<file path="src/rtl/wb_trace_buffer_pkg.sv">
// Shared definitions for the register-write trace buffer: FSM state
// encodings, fixed field widths and the packed entry width helper.
package wb_trace_buffer_pkg;

    localparam int REG_W  = 5;
    localparam int DATA_W = 32;

    localparam logic [1:0] ST_IDLE  = 2'd0;
    localparam logic [1:0] ST_RUN   = 2'd1;
    localparam logic [1:0] ST_DRAIN = 2'd2;
    localparam logic [1:0] ST_DONE  = 2'd3;

    // Width of one stored entry {cycle, reg, data}
    function automatic int entry_w(input int cyc_w);
        return cyc_w + REG_W + DATA_W;
    endfunction

endpackage

</file>
<file path="src/rtl/wb_trace_buffer_if.sv">
// Drain-side bus of the trace buffer: valid/ready handshake plus the head
// entry fields. The buffer is the master, the consumer is the slave.
interface wb_trace_buffer_if #(parameter int CYC_W = 10);

    logic             trace_valid;
    logic             trace_ready;
    logic [CYC_W-1:0] trace_cycle;
    logic [4:0]       trace_reg;
    logic [31:0]      trace_data;

    modport master (
        output trace_valid, trace_cycle, trace_reg, trace_data,
        input  trace_ready
    );

    modport slave (
        input  trace_valid, trace_cycle, trace_reg, trace_data,
        output trace_ready
    );

endinterface

</file>
<file path="src/rtl/wb_trace_buffer_fifo.sv">
// Generic synchronous first-word-fall-through FIFO (module wb_trace_fifo).
// The head entry is presented combinationally whenever the FIFO is not empty.
// Storage is not reset; only pointers and count are.
module wb_trace_fifo #(
    parameter int WIDTH = 47,
    parameter int DEPTH = 16
) (
    input  logic                       clk,
    input  logic                       rst,
    input  logic                       push,
    input  logic [WIDTH-1:0]           wr_data,
    input  logic                       pop,
    output logic [WIDTH-1:0]           rd_data,
    output logic                       empty,
    output logic                       full,
    output logic [$clog2(DEPTH):0]     count
);

    localparam int AW    = $clog2(DEPTH);
    localparam int CNT_W = AW + 1;

    logic [WIDTH-1:0] mem_q [DEPTH];
    logic [AW-1:0]    wr_ptr_q, wr_ptr_d;
    logic [AW-1:0]    rd_ptr_q, rd_ptr_d;
    logic [CNT_W-1:0] count_q, count_d;
    logic             pop_ok, push_ok;

    // Qualify requests and advance pointers/count (pointers wrap modulo DEPTH)
    always_comb begin
        pop_ok   = pop && (count_q != '0);
        push_ok  = push && ((count_q != CNT_W'(DEPTH)) || pop_ok);
        wr_ptr_d = push_ok ? wr_ptr_q + AW'(1) : wr_ptr_q;
        rd_ptr_d = pop_ok  ? rd_ptr_q + AW'(1) : rd_ptr_q;
        count_d  = count_q;
        case ({push_ok, pop_ok})
            2'b10:   count_d = count_q + CNT_W'(1);
            2'b01:   count_d = count_q - CNT_W'(1);
            default: count_d = count_q;
        endcase
    end

    // Control state: pointers and occupancy
    always_ff @(posedge clk) begin
        if (rst) begin
            wr_ptr_q <= '0;
            rd_ptr_q <= '0;
            count_q  <= '0;
        end else begin
            wr_ptr_q <= wr_ptr_d;
            rd_ptr_q <= rd_ptr_d;
            count_q  <= count_d;
        end
    end

    // Entry storage
    always_ff @(posedge clk) begin
        if (push_ok) mem_q[wr_ptr_q] <= wr_data;
    end

    assign rd_data = mem_q[rd_ptr_q];
    assign empty   = (count_q == '0);
    assign full    = (count_q == CNT_W'(DEPTH));
    assign count   = count_q;

endmodule

</file>
<file path="src/rtl/wb_trace_buffer.sv">
// Register-write trace buffer: time-stamps qualifying regfile writes and
// queues {cycle, reg, data} in a FWFT FIFO for a downstream drain.
// Optional feature macro: WB_TRACE_DROP_CNT_EN adds the trace_drops counter port.
module wb_trace_buffer
    import wb_trace_buffer_pkg::*;
#(
    parameter int DEPTH = 16,
    parameter int CYC_W = 10
) (
    input  logic                    clock,
    input  logic                    reset,
    input  logic                    trace_start,
    input  logic                    trace_stop,
    input  logic                    ctrl_writeEnable,
    input  logic [4:0]              ctrl_writeReg,
    input  logic [31:0]             data_writeReg,
    wb_trace_buffer_if.master       trace_bus,
    output logic                    trace_overflow,
    output logic                    trace_done
`ifdef WB_TRACE_DROP_CNT_EN
    ,
    output logic [15:0]             trace_drops
`endif
);

    localparam int EW    = entry_w(CYC_W);
    localparam int CNT_W = $clog2(DEPTH) + 1;

    logic [1:0]       state_q, state_d;
    logic [CYC_W-1:0] cyc_q, cyc_d;
    logic             overflow_q, overflow_d;
    logic             start_go, wr_event, push, pop, drop;
    logic             fifo_empty, fifo_full;
    logic [CNT_W-1:0] fifo_count;
    logic [EW-1:0]    head;

    // Event qualification and FIFO handshake; r0 writes are never traced
    always_comb begin
        start_go = trace_start && ((state_q == ST_IDLE) || (state_q == ST_DONE));
        wr_event = (state_q == ST_RUN) && ctrl_writeEnable && (ctrl_writeReg != 5'd0);
        pop      = !fifo_empty && trace_bus.trace_ready;
        push     = wr_event && (!fifo_full || pop);
        drop     = wr_event && fifo_full && !pop;
    end

    // FSM next state; DRAIN finishes on the edge that leaves the FIFO empty
    always_comb begin
        state_d = state_q;
        case (state_q)
            ST_IDLE:  if (start_go) state_d = ST_RUN;
            ST_RUN:   if (trace_stop) state_d = ST_DRAIN;
            ST_DRAIN: if (fifo_empty || ((fifo_count == CNT_W'(1)) && pop)) state_d = ST_DONE;
            ST_DONE:  if (start_go) state_d = ST_RUN;
            default:  state_d = ST_IDLE;
        endcase
    end

    // Cycle stamp and sticky overflow; both restart on an accepted start
    always_comb begin
        cyc_d      = cyc_q;
        overflow_d = overflow_q;
        if (start_go) begin
            cyc_d      = '0;
            overflow_d = 1'b0;
        end else begin
            if (state_q == ST_RUN) cyc_d = cyc_q + CYC_W'(1);
            if (drop) overflow_d = 1'b1;
        end
    end

    // Control registers
    always_ff @(posedge clock) begin
        if (reset) begin
            state_q    <= ST_IDLE;
            cyc_q      <= '0;
            overflow_q <= 1'b0;
        end else begin
            state_q    <= state_d;
            cyc_q      <= cyc_d;
            overflow_q <= overflow_d;
        end
    end

`ifdef WB_TRACE_DROP_CNT_EN
    logic [15:0] drops_q, drops_d;

    // Saturating count of dropped events
    always_comb begin
        drops_d = drops_q;
        if (start_go) drops_d = '0;
        else if (drop && (drops_q != 16'hFFFF)) drops_d = drops_q + 16'd1;
    end

    // Drop counter register
    always_ff @(posedge clock) begin
        if (reset) drops_q <= '0;
        else       drops_q <= drops_d;
    end

    assign trace_drops = drops_q;
`endif

    wb_trace_fifo #(
        .WIDTH (EW),
        .DEPTH (DEPTH)
    ) u_fifo (
        .clk     (clock),
        .rst     (reset),
        .push    (push),
        .wr_data ({cyc_q, ctrl_writeReg, data_writeReg}),
        .pop     (pop),
        .rd_data (head),
        .empty   (fifo_empty),
        .full    (fifo_full),
        .count   (fifo_count)
    );

    // Head fields are forced to zero while nothing is valid
    always_comb begin
        trace_bus.trace_valid = !fifo_empty;
        trace_bus.trace_cycle = fifo_empty ? '0 : head[EW-1 -: CYC_W];
        trace_bus.trace_reg   = fifo_empty ? '0 : head[DATA_W +: REG_W];
        trace_bus.trace_data  = fifo_empty ? '0 : head[DATA_W-1:0];
    end

    assign trace_overflow = overflow_q;
    assign trace_done     = (state_q == ST_DONE);

endmodule

</file>
<file path="src/flat_wrapper.sv">
// flat-port wrapper written by rule: the top's interface ports become plain ports
module wb_trace_buffer_flat import wb_trace_buffer_pkg::*;
#(
    parameter int DEPTH = 16,
    parameter int CYC_W = 10
)
  (clock, reset, trace_start, trace_stop, ctrl_writeEnable, ctrl_writeReg, data_writeReg, trace_overflow, trace_done, trace_bus_trace_valid, trace_bus_trace_cycle, trace_bus_trace_reg, trace_bus_trace_data, trace_bus_trace_ready);
  wb_trace_buffer_if #(.CYC_W(CYC_W)) trace_bus_i ();
  input  logic clock;
  input  logic reset;
  input  logic trace_start;
  input  logic trace_stop;
  input  logic ctrl_writeEnable;
  input  logic [4:0] ctrl_writeReg;
  input  logic [31:0] data_writeReg;
  output logic trace_overflow;
  output logic trace_done;
  output wire logic [$bits(trace_bus_i.trace_valid)-1:0] trace_bus_trace_valid;
  output wire logic [$bits(trace_bus_i.trace_cycle)-1:0] trace_bus_trace_cycle;
  output wire logic [$bits(trace_bus_i.trace_reg)-1:0] trace_bus_trace_reg;
  output wire logic [$bits(trace_bus_i.trace_data)-1:0] trace_bus_trace_data;
  input wire logic [$bits(trace_bus_i.trace_ready)-1:0] trace_bus_trace_ready;
  assign trace_bus_trace_valid = trace_bus_i.trace_valid;
  assign trace_bus_trace_cycle = trace_bus_i.trace_cycle;
  assign trace_bus_trace_reg = trace_bus_i.trace_reg;
  assign trace_bus_trace_data = trace_bus_i.trace_data;
  assign trace_bus_i.trace_ready = trace_bus_trace_ready;
  wb_trace_buffer #(.DEPTH(DEPTH), .CYC_W(CYC_W)) u_core (.clock(clock), .reset(reset), .trace_start(trace_start), .trace_stop(trace_stop), .ctrl_writeEnable(ctrl_writeEnable), .ctrl_writeReg(ctrl_writeReg), .data_writeReg(data_writeReg), .trace_bus(trace_bus_i), .trace_overflow(trace_overflow), .trace_done(trace_done));
endmodule
</file>
<file path="config.mk">
export PLATFORM = sky130hd
export DESIGN_NAME = wb_trace_buffer_flat
export DESIGN_NICKNAME = d
export VERILOG_FILES = /design/src/rtl/wb_trace_buffer_pkg.sv /design/src/rtl/wb_trace_buffer_if.sv /design/src/rtl/wb_trace_buffer_fifo.sv /design/src/rtl/wb_trace_buffer.sv /design/src/flat_wrapper.sv
export SDC_FILE = /design/constraint.sdc
export NUM_CORES = 1
export LEC_CHECK = 0
export CORE_ASPECT_RATIO = 1.2
export CORE_UTILIZATION = 67
export CTS_BUF_LIST = sky130_fd_sc_hd__clkbuf_4
export DETAILED_ROUTE_END_ITERATION = 6
export GPL_ROUTABILITY_DRIVEN = 0
export GPL_TIMING_DRIVEN = 0
export PLACE_DENSITY = 0.88
export SETUP_SLACK_MARGIN = 0.4
export SKIP_LAST_GASP = 1
export SYNTH_ARGS = -nofsm -noshare
export SYNTH_HDL_FRONTEND = slang
export SYNTH_HIERARCHICAL = 1
export SYNTH_SLANG_ARGS = --single-unit
</file>
<file path="constraint.sdc">
create_clock -name clock -period 10.6 [get_ports clock]
set_input_delay 1.59 -clock clock [delete_from_list [all_inputs] [get_ports clock]]
set_output_delay 1.59 -clock clock [all_outputs]
set_load 0.02 [all_outputs]
</file>
==> metrics.md <==
| Metric | Value |
|---|---|
| Status | completed |
| Routed WL | 73700 um |
| Post-synthesis cell count | 1394 |
| Reg2reg start | u_core/u_fifo/count[1] |
| Setup_tns | 0 ps |
| Reg power frac | 0.503 |
| CTS Hold Bufs | 0 |
| Switching share of power | 0.261 |
| Final Slew Violations | 0 |
| Synth area leaders | edfxtp_1 (75%), mux4_2 (14%), a22oi_1 (2.3%), dfxtp_1 (2.0%), nor2b_1 (1.0%) |
| I/O pins | 93 |
| DP Area | 31700 sq um |
| Largest net degree at the start of global routing | 48 |
| R2R cell count | 10 |
| Area Overhead vs Synth | 13.5% |
| Layout cells sized above 1 | 0.290 |
| TritonCTS clock tree | done |
| Max Freq | 0.166 GHz |
| Psw | around 1800 uW |
| Die Area | 45700 sq um |
| First drt pass iteration count | 7 |
| Gr ovfl total | 0 |
| Port-buffer cells | 92 |
| Row Count | 84 |
| Post-cts repair resize count | 0 |
| Fill cells | 2116 |
| Slew of the pin with the lowest slew margin | 1270 ps |
| Yosys reg bits | 782 |
| Final period util | 0.567 |
| Drt via density | 6.96 |
| Number of global-route vias before repair | 17358 |
| Area of the mapped netlist | 30000 sq um |
| Initial Utilization | 0.682 |
| RR Endpoint | u_core/u_fifo/mem_q[4][35] |
| Worst path arrival time | around 4400 ps |
| Clk network pwr share | 0.349 |
| Hpwl dp | 37900 um |
| Clock Path Buffers | 3 |
| Worst skew pair latency | 940 ps |
| Async S/R FF share, synth | 0 |
| Remaining antenna violation count | 0 |
| FF-to-FF setup slack | about 6800 ps |
| Netlist cell types | 52 |
| Synthesized area per cell | 21.5 sq um |
| Final Critical Period | 6010 ps |
| Number of synthesized flops with an enable pin | ~750 |
| Leakage power | between 0.01 and 0.015 uW |
| Setup Buffers After CTS | 0 |
| CP endpoint kind | output pin |
| Wire length per cell | just over 30 um |
| CP Cell Sequence | or4_4, buf_6, nor2_1, clkbuf_1, buf_2, nor2b_1, clkdlybuf4s50_1 |
| Final Hold Fails | 0 |
| Worst Setup SP | u_core/u_fifo/count[0] |
| Maximum VDD drop | 0.000168 V |
| # clock sinks | 782 |
| Max-Cap Viols | 0 |
| Util after Layout | 0.774 |
| Critical Path Max Stage Delay | 980 ps |
| Die width | about 200 um |
| P_int | about 5100 uW |
| All-layer global routing usage | 0.328 |
| RSZ-0062 raised after global routing | no |
| Crit-path max FO | 10 |
| Clk_skew | 55.8 ps |
| Top cell type's share of synthesized area | 0.752 |
| Final setup viols | 0 |
| Root buffer cell | clkbuf_4 |
| Sequential cell area | ~23000 sq um |
| Syn_nets | between 1000 and 1500 |
| Multi-input gate area | 6510 sq um |
| Syn. warnings | 6 |
| CP max stage cell | clkbuf_1 |
| Initial drt markers | 1874 |
| Setup Crit Path Kind | register to output pin |
| DR DRC count | 0 |
| Clock H-tree levels | 4 |
| PwrDens | 202 nW/um^2 |
| Clock slew at reported path FFs | 70 ps |
| Via count | 16564 |
| Logic gate share of total power | 0.148 |
| Final instance area | 34100 sq um |
| Cts bufs inserted | 178 |
| Initial antenna violation count | 4 |
| Area leader, netlist | edfxtp_1 |
| Data required time at the worst endpoint | 9010 ps |
| Slew headroom | 0.150 |
| Post-layout net count | ~1700 |
| Die Y | roughly 230 um |
| Sequential share of the synthesized area | 0.772 |
| Worst hold slack | 462 ps |
| First-pass GRT wire length | 105000 um |
| CP Capture Point | trace_bus_trace_data[29] |
| Core box area | 44000 sq um |
| Synth Flop Type | edfxtp_1 |
| HP Class | register to register |
| CP Launch Type | register |
area by class of cell:
class | instances | share of cell area
Sequential cell | 782 | 0.680
Multi-Input combinational cell | 528 | 0.191
Clock buffer | 259 | 0.0570
Timing Repair Buffer | 94 | 0.0282
Tap cell | 559 | 0.0205
Clock inverter | 72 | 0.0121
Buffer | 71 | 0.00947
Inverter | 13 | 0.00147
Antenna cell | 3 | 0.000220
how the worst min path moves through the flow:
stage                          start                    end  slack (ps)  depth (start not counted)
6_report       u_core/trace_overflow  u_core/trace_overflow         460                          2
5_1_grt        u_core/trace_overflow  u_core/trace_overflow         480                          2
4_1_cts        u_core/trace_overflow  u_core/trace_overflow         450                          2
3_5_place_dp   u_core/trace_overflow  u_core/trace_overflow         440                          2
3_3_place_gp   u_core/trace_overflow  u_core/trace_overflow         440                          2
2_1_floorplan      u_core/state_q[0]      u_core/state_q[0]         480                          2
through the flow:
| step | setup slack, ps | cells | total power, uW |
|---|---|---|---|
| after floorplan | 6350 | 1394 | 4130 |
| after global placement | 3870 | 2045 | 4490 |
| after detailed placement | 4980 | 2047 | 4540 |
| after CTS | 4600 | 2378 | 6920 |
| after global routing | 4470 | 2380 | 7130 |
| final | 4590 | 2381 | 6900 |
synth_stat cells, types with 2 or more instances:
master and instances:
nand4_1 2, and2_1 14, nand3_1 6, nor3_1 7, a22oi_1 94, o21ai_1 2
edfxtp_1 752, buf_2 24, and4_1 5, nand2b_1 3, buf_6 2, clkbuf_1 37
mux4_2 188, nor3b_1 2, and3_1 3, nor2_1 24, xor2_1 10, o211ai_1 5
buf_1 5, o21ai_0 6, a211oi_1 2, ha_1 12, mux2i_1 3, inv_2 2
a21oi_1 8, o22ai_1 2, dfxtp_1 30, nand2_1 54, nor2b_1 49, inv_1 10
buf_4 3, xnor2_1 5, or3_1 3, nor3b_2 2
power groups by stage:
stage	combinational, uW	clock, uW	sequential, uW
floorplan	601	0	3530
global placement	961	0	3530
detailed placement	997	0	3540
CTS	1010	2440	3470
global route	1070	2580	3470
finish	1020	2410	3470
critical path, delay by kind of cell (launching register included):
kind / cells / cell delay [ps]
buffers and inverters: 4 / 2170
DFF: 1 / 400
and+or+nand+nor: 3 / 940
flip-flops by register name, summed over array words and instances, names as in the netlist, named ones only:
name / flops
u_core/cyc_q: 10
u_core/state_q: 2
u_core/trace_overflow: 1
u_core/u_fifo/count: 5
u_core/u_fifo/mem_q: 752
u_core/u_fifo/rd_ptr_q: 4
u_core/u_fifo/wr_ptr_q: 4
kinds of logic after synthesis:
group | count (synthesis) | share of synthesized area
DFF | 782 | 0.772
muxes | 191 | 0.142
and+or+nand+nor | 180 | 0.0319
AOI/OAI and AO/OA | 129 | 0.0317
buffers and inverters | 84 | 0.0124
xor gates and xnor gates | 15 | 0.00437
adders and majority gates | 13 | 0.00567
per-layer routing:
metal / up-vias / GRT usage / routed length, um
met5: - / 0 / 12
met4: 2 / 0.194 / 3530
met3: 269 / 0.0751 / 7520
met2: 1425 / 0.557 / 38500
met1: 8358 / 0.388 / 24100
li1: 6510 / - / -
cell usage in the layout, fill, tap and decap left out, types with 6 or more instances in the layout:
cell	count
buf_2	24
nand3_1	6
edfxtp_1	752
a21oi_1	8
clkdlybuf4s50_1	92
mux4_2	188
clkinv_2	9
o21ai_0	6
ha_1	12
nand2_1	54
inv_1	10
dfxtp_1	30
clkbuf_1	37
xor2_1	10
a22oi_1	94
clkinv_1	50
nor2b_1	49
and2_4	10
nor3_1	7
nor2_1	24
clkbuf_4	259
No activity file was read; power rests on OpenSTA's default activity.
